===== src/rtl/axi4_lite_pkg.sv =====
// -----------------------------------------------------------------------------
// axi4_lite_pkg
// Shared definitions for the AXI4-Lite master blocks.
//   RESP_*   : AXI response codes.
//   state_e  : controller state encoding. DRAIN is only reachable when the
//              AXI4_LITE_MASTER_TIMEOUT_EN build option is enabled.
// No ports (package).
// -----------------------------------------------------------------------------
package axi4_lite_pkg;

   localparam logic [1:0] RESP_OKAY   = 2'b00;
   localparam logic [1:0] RESP_EXOKAY = 2'b01;
   localparam logic [1:0] RESP_SLVERR = 2'b10;
   localparam logic [1:0] RESP_DECERR = 2'b11;

   typedef enum logic [2:0] {
      IDLE    = 3'd0,
      WR_REQ  = 3'd1,
      WR_RESP = 3'd2,
      RD_REQ  = 3'd3,
      RD_RESP = 3'd4,
      RESPOND = 3'd5,
      DRAIN   = 3'd6
   } state_e;

endpackage


===== src/rtl/axi4_lite_master_rw.sv =====
// -----------------------------------------------------------------------------
// axi4_lite_master_rw
// Turns single read/write commands into AXI4-Lite transactions, one at a time,
// and hands back one response per command.
//
// Build option: define AXI4_LITE_MASTER_TIMEOUT_EN to enable the response
// timeout (counter + DRAIN state). Without it the block waits forever for
// B/R and rsp_timeout is tied to 0.
//
// Ports:
//   clk, rst_n                : clock, asynchronous active-low reset
//   cmd_valid/ready           : command handshake
//   cmd_write/addr/wdata/wstrb: command contents (write=1, read=0)
//   rsp_valid/ready           : response handshake
//   rsp_rdata/resp/timeout    : read data (0 for writes), AXI code, timeout flag
//   m_axi_*                   : AXI4-Lite master channels AW, W, B, AR, R
// -----------------------------------------------------------------------------
module axi4_lite_master_rw
   import axi4_lite_pkg::*;
#(
   parameter int addr_width     = 12,
   parameter int data_width     = 32,
   parameter int timeout_cycles = 1024
) (
   input  logic                    clk,
   input  logic                    rst_n,
   input  logic                    cmd_valid,
   output logic                    cmd_ready,
   input  logic                    cmd_write,
   input  logic [addr_width-1:0]   cmd_addr,
   input  logic [data_width-1:0]   cmd_wdata,
   input  logic [data_width/8-1:0] cmd_wstrb,
   output logic                    rsp_valid,
   input  logic                    rsp_ready,
   output logic [data_width-1:0]   rsp_rdata,
   output logic [1:0]              rsp_resp,
   output logic                    rsp_timeout,
   output logic [addr_width-1:0]   m_axi_awaddr,
   output logic [2:0]              m_axi_awprot,
   output logic                    m_axi_awvalid,
   input  logic                    m_axi_awready,
   output logic [data_width-1:0]   m_axi_wdata,
   output logic [data_width/8-1:0] m_axi_wstrb,
   output logic                    m_axi_wvalid,
   input  logic                    m_axi_wready,
   input  logic [1:0]              m_axi_bresp,
   input  logic                    m_axi_bvalid,
   output logic                    m_axi_bready,
   output logic [addr_width-1:0]   m_axi_araddr,
   output logic [2:0]              m_axi_arprot,
   output logic                    m_axi_arvalid,
   input  logic                    m_axi_arready,
   input  logic [data_width-1:0]   m_axi_rdata,
   input  logic [1:0]              m_axi_rresp,
   input  logic                    m_axi_rvalid,
   output logic                    m_axi_rready
);

   localparam int StrbW = data_width / 8;

   if (!(data_width == 32 || data_width == 64 || data_width == 128) || timeout_cycles < 1) begin : g_bad_params
      $error("axi4_lite_master_rw: data_width must be 32/64/128 and timeout_cycles >= 1");
   end

   state_e                state_q, state_d;
   logic                  cmdReady_q;
   logic                  awValid_q, wValid_q, arValid_q;
   logic [addr_width-1:0] addr_q;
   logic [data_width-1:0] wdata_q;
   logic [StrbW-1:0]      wstrb_q;
   logic [data_width-1:0] rspRdata_q;
   logic [1:0]            rspResp_q;

   logic cmdAccept, awHs, wHs, arHs, bHs, rHs;
   logic bReady, rReady, addrPhaseDone, tmoFire, rspTimeout;

   assign cmdAccept     = cmd_valid & cmdReady_q;
   assign awHs          = awValid_q & m_axi_awready;
   assign wHs           = wValid_q & m_axi_wready;
   assign arHs          = arValid_q & m_axi_arready;
   assign bHs           = m_axi_bvalid & bReady;
   assign rHs           = m_axi_rvalid & rReady;
   // AW and W complete independently; either may already be done or finish now.
   assign addrPhaseDone = (~awValid_q | awHs) & (~wValid_q | wHs);

`ifdef AXI4_LITE_MASTER_TIMEOUT_EN
   localparam int TmoW = $clog2(timeout_cycles + 1);

   logic [TmoW-1:0] tmoCnt_q;
   logic            isWrite_q;
   logic            rspTimeout_q;
   logic            waiting;

   assign waiting    = (state_q == WR_REQ) || (state_q == WR_RESP) ||
                       (state_q == RD_REQ) || (state_q == RD_RESP);
   // Fires on the cycle the counter would reach timeout_cycles; a real
   // B/R handshake in that same cycle takes priority.
   assign tmoFire    = waiting && (tmoCnt_q == TmoW'(timeout_cycles - 1)) && !bHs && !rHs;
   // In DRAIN the late response of the abandoned transaction is swallowed.
   assign bReady     = (state_q == WR_RESP) || ((state_q == DRAIN) && isWrite_q);
   assign rReady     = (state_q == RD_RESP) || ((state_q == DRAIN) && !isWrite_q);
   assign rspTimeout = rspTimeout_q;

   // Timeout counter and the bookkeeping DRAIN needs.
   always_ff @(posedge clk or negedge rst_n) begin
      if (!rst_n) begin
         tmoCnt_q     <= '0;
         isWrite_q    <= 1'b0;
         rspTimeout_q <= 1'b0;
      end else begin
         if (cmdAccept) begin
            tmoCnt_q     <= '0;
            isWrite_q    <= cmd_write;
            rspTimeout_q <= 1'b0;
         end else begin
            if (waiting) tmoCnt_q <= tmoCnt_q + 1'b1;
            if (tmoFire) rspTimeout_q <= 1'b1;
         end
      end
   end
`else
   assign tmoFire    = 1'b0;
   assign bReady     = (state_q == WR_RESP);
   assign rReady     = (state_q == RD_RESP);
   assign rspTimeout = 1'b0;
`endif

   // Next-state logic; a timeout overrides whatever wait state we are in.
   always_comb begin
      state_d = state_q;
      case (state_q)
         IDLE:    if (cmdAccept)     state_d = cmd_write ? WR_REQ : RD_REQ;
         WR_REQ:  if (addrPhaseDone) state_d = WR_RESP;
         WR_RESP: if (bHs)           state_d = RESPOND;
         RD_REQ:  if (arHs)          state_d = RD_RESP;
         RD_RESP: if (rHs)           state_d = RESPOND;
`ifdef AXI4_LITE_MASTER_TIMEOUT_EN
         RESPOND: if (rsp_ready)     state_d = rspTimeout ? DRAIN : IDLE;
         DRAIN:   if (bHs || rHs)    state_d = IDLE;
`else
         RESPOND: if (rsp_ready)     state_d = IDLE;
`endif
         default:                    state_d = IDLE;
      endcase
      if (tmoFire) state_d = RESPOND;
   end

   // State, command capture and AXI valids. cmd_ready is registered so that it
   // stays low while reset is held and rises on the first edge after release.
   always_ff @(posedge clk or negedge rst_n) begin
      if (!rst_n) begin
         state_q    <= IDLE;
         cmdReady_q <= 1'b0;
         awValid_q  <= 1'b0;
         wValid_q   <= 1'b0;
         arValid_q  <= 1'b0;
         addr_q     <= '0;
         wdata_q    <= '0;
         wstrb_q    <= '0;
      end else begin
         state_q    <= state_d;
         cmdReady_q <= (state_d == IDLE);
         if (cmdAccept) begin
            addr_q    <= cmd_addr;
            wdata_q   <= cmd_wdata;
            wstrb_q   <= cmd_wstrb;
            awValid_q <= cmd_write;
            wValid_q  <= cmd_write;
            arValid_q <= ~cmd_write;
         end else begin
            if (awHs) awValid_q <= 1'b0;
            if (wHs)  wValid_q  <= 1'b0;
            if (arHs) arValid_q <= 1'b0;
         end
      end
   end

   // Response capture; held unchanged through RESPOND until consumed.
   always_ff @(posedge clk or negedge rst_n) begin
      if (!rst_n) begin
         rspRdata_q <= '0;
         rspResp_q  <= RESP_OKAY;
      end else if ((state_q == WR_RESP) && bHs) begin
         rspRdata_q <= '0;
         rspResp_q  <= m_axi_bresp;
      end else if ((state_q == RD_RESP) && rHs) begin
         rspRdata_q <= m_axi_rdata;
         rspResp_q  <= m_axi_rresp;
      end else if (tmoFire) begin
         rspRdata_q <= '0;
         rspResp_q  <= RESP_SLVERR;
      end
   end

   assign cmd_ready     = cmdReady_q;
   assign rsp_valid     = (state_q == RESPOND);
   assign rsp_rdata     = rspRdata_q;
   assign rsp_resp      = rspResp_q;
   assign rsp_timeout   = rspTimeout;
   assign m_axi_awaddr  = addr_q;
   assign m_axi_araddr  = addr_q;
   assign m_axi_awprot  = 3'b000;
   assign m_axi_arprot  = 3'b000;
   assign m_axi_awvalid = awValid_q;
   assign m_axi_wvalid  = wValid_q;
   assign m_axi_arvalid = arValid_q;
   assign m_axi_wdata   = wdata_q;
   assign m_axi_wstrb   = wstrb_q;
   assign m_axi_bready  = bReady;
   assign m_axi_rready  = rReady;

endmodule


===== config.mk =====
export PLATFORM = sky130hd
export DESIGN_NAME = axi4_lite_master_rw
export DESIGN_NICKNAME = d
export VERILOG_FILES = /design/src/rtl/axi4_lite_pkg.sv /design/src/rtl/axi4_lite_master_rw.sv
export SDC_FILE = /design/constraint.sdc
export NUM_CORES = 1
export LEC_CHECK = 0
export ABC_AREA = 1
export CAP_MARGIN = 20
export CORE_MARGIN = 4
export CORE_UTILIZATION = 42
export DETAILED_ROUTE_END_ITERATION = 8
export PLACE_DENSITY = 0.86
export SYNTH_ARGS = -nofsm -noshare
export SYNTH_HDL_FRONTEND = slang
export SYNTH_SLANG_ARGS = --single-unit

===== constraint.sdc =====
create_clock -name clk -period 2.1 [get_ports clk]
set_clock_uncertainty 0.05 [all_clocks]
set_input_delay 0.42 -clock clk [delete_from_list [all_inputs] [get_ports clk]]
set_output_delay 0.42 -clock clk [all_outputs]
set_load 0.005 [all_outputs]

==> flow_summary.json <==
{
  "arrival_ns": 1.55,
  "fin_crit_sh": 0.963,
  "areaGrowthSynthToFinish_pct": 58.5,
  "num-fill-cells": 684,
  "synthCells": 437,
  "netlist_area_um2": 3740,
  "regToRegSetupSlack_ns": 0.66,
  "htreeDepth": 3,
  "grt_usage": 0.205,
  "drive_gt1_frac": 0.0671,
  "numCtsBuffers": 9,
  "timing.rr.end": "rsp_resp[0]$_DFFE_PN0P_",
  "synth_compound_area_frac": 0.00502,
  "yosysWarnings": 0,
  "grt_util_met1": 0.250,
  "grt_pass1_wl_um": 17000,
  "antennaDiodeCount": 0,
  "crit_path_end": "rsp_valid",
  "synth_xor_area_frac": 0,
  "final_common_cell": "nand2_1",
  "grt_use_met3": 0.0594,
  "clock_latency_ns": 0.32,
  "path_cells": "buf_4 > nand3_1 > inv_1 > clkdlybuf4s50_1",
  "drc": 0,
  "synth_fa_ha_area_frac": 0,
  "antenna_found_initial": 0,
  "period_needed_ns": 2.02,
  "yosys.cell_types.count": 18,
  "final_max_slew_viol_count": 0,
  "num_io_pins": 202,
  "hp-start": "rsp_rdata[31]$_DFFE_PN0P_",
  "grt_util_met2": 0.350,
  "p_per_area_nw_per_um2": 1340,
  "cts_root_buf": "clkbuf_8",
  "grt-ovfl-total": 0,
  "placeableCoreArea_um2": 8680,
  "synth_top_family_by_area": "simple AND/OR/NAND/NOR gates",
  "detail_route.wl_per_cell_um": 14.5,
  "drv_cap": 0,
  "startpoint_type": "flop",
  "hold_violations": 0,
  "setup_viol": 0,
  "place_hpwl_um": 7950,
  "routed_wl_um": 10600,
  "crit_path_max_fanout": 4,
  "final_cells": 734,
  "hold_path_class": "reg2reg",
  "cts.sinks": 89,
  "rows": 34,
  "ir_worst_vdd_mv": 0.647,
  "firstDrtPassIters": 6,
  "grt_max_degree": 49,
  "placed_cells": 712,
  "finalSetupTns_ns": 0,
  "fmax_ghz": 0.495,
  "reg2reg_from": "state_q[0]$_DFF_PN0_",
  "fin_util": 0.683,
  "final_cell_mix": "nand2_1, clkdlybuf4s50_1, dfrtp_1",
  "path_class": "reg2out",
  "rsz0062_at_grt": "no",
  "die_h_um": 102,
  "ys_ff_latch": 89,
  "cts_tree": "built",
  "syn_avg_cell_area_um2": 8.56,
  "synthMuxAreaShare": 0,
  "slowest_delay_ns": 0.51,
  "initialDrtViolationCount": 112,
  "die_area_um2": 10500,
  "synth-simple-area-share": 0.308,
  "grt_pass1_vias": 3627,
  "yosysSeqAreaShare": 0.596,
  "grt_busiest_layer": "met2",
  "cp-startpoint": "state_q[0]$_DFF_PN0_",
  "fp.dieW_um": 102,
  "cpMaxStageDelayCell": "clkdlybuf4s50_1",
  "num_vias": 3518,
  "status": "finished clean",
  "ant_nets": 0,
  "gp_congestion": 0.858,
  "cp_data_required_time_ns": 1.63,
  "initial_core_util": 0.431,
  "p_leak_nw": 3.02,
  "end_kind": "output pin",
  "vias_per_cell": 4.79,
  "cts_buffer_depth": 2,
  "io_buffers": 194,
  "nets": 715,
  "r2r_cells": 6,
  "path_clk_slew_ns": 0.08
}
worst max-delay path, delay by kind of cell, from the launching register on:
| kind | cells | cell delay (ns) |
|---|---|---|
| flip-flops | 1 | 0.42 |
| buffers and inverters | 3 | 0.72 |
| AND/OR/NAND/NOR | 1 | 0.09 |
metal layers:
layer	up-vias	wire length, um
met5	-	0
met4	0	142
met1	1654	4150
li1	1685	-
met3	14	967
met2	165	5390
worst min-delay path by stage:
stage / endpoint / depth (start not counted)
after CTS: rsp_rdata[31]$_DFFE_PN0P_ / 2
after global placement: rsp_rdata[27]$_DFFE_PN0P_ / 1
after floorplan: cmd_ready$_DFF_PN0_ / 0
after detailed placement: rsp_rdata[27]$_DFFE_PN0P_ / 1
after global routing: rsp_rdata[21]$_DFFE_PN0P_ / 2
final: rsp_rdata[31]$_DFFE_PN0P_ / 2
synthesized netlist by cell type (all sizes together):
| cell | number | area [um^2] |
|---|---|---|
| a31o | 1 | 8.76 |
| a21oi | 2 | 10.0 |
| dfrtp | 89 | 2230 |
| inv | 17 | 66.3 |
| clkbuf | 10 | 37.5 |
| conb | 1 | 3.75 |
| nor2 | 11 | 43.8 |
| nand4 | 2 | 18.8 |
| nand2 | 232 | 876 |
| nand3 | 43 | 215 |
| buf | 29 | 233 |
power breakdown:
group | leakage, nW | switching, mW | internal, mW
clock network | 0.116 | 0.586 | 0.707
logic | 1.77 | 1.48 | 2.14
registers | 1.14 | 0.513 | 2.52
total | 3.02 | 2.58 | 5.36
stage by stage:
stage | power [mW] | hold WS [ns] | setup slack (ns) | area, um^2
final | 7.94 | 0.428 | 0.0786 | 5930
after global placement | 6.47 | 0.291 | 0.347 | 5640
after detailed placement | 6.62 | 0.295 | 0.295 | 5640
after CTS | 8.01 | 0.430 | 0.00291 | 5900
after floorplan | 4.41 | 0.0744 | 0.716 | 3760
after global routing | 8.54 | 0.455 | 0.00548 | 5930
what timing repair did:
item	in CTS	in global routing
endpoints found under the hold margin	24	0
hold buffers	1	0
setup endpoints to repair	1	3
pin swaps	0	1
gates resized for setup	3	5
buffers inserted	2	3
logic make-up (layout without fill, tap and decap cells):
logic type	count (synthesis)	count (layout)
compound gates	3	3
buf+inv	56	239
flops	89	89
other cells	1	7
simple gates	288	288
final cells by class:
type / instances / area [um^2] / area share
clock buffers: 10 / 138 / 0.0232
clock inverters: 6 / 91.3 / 0.0154
inverters: 17 / 68.8 / 0.0116
multi-input cells: 298 / 1200 / 0.203
flip-flops and latches: 89 / 2230 / 0.376
well taps: 108 / 135 / 0.0228
repair buffers: 206 / 2060 / 0.348
state kept, by name, summed over array words and instances (netlist names):
register,flops
cmd_ready,1
m_axi_araddr,12
m_axi_arvalid,1
m_axi_awvalid,1
m_axi_wdata,32
m_axi_wstrb,4
m_axi_wvalid,1
rsp_rdata,32
rsp_resp,2
state_q,3
No activity file was read; power rests on OpenSTA's default activity.
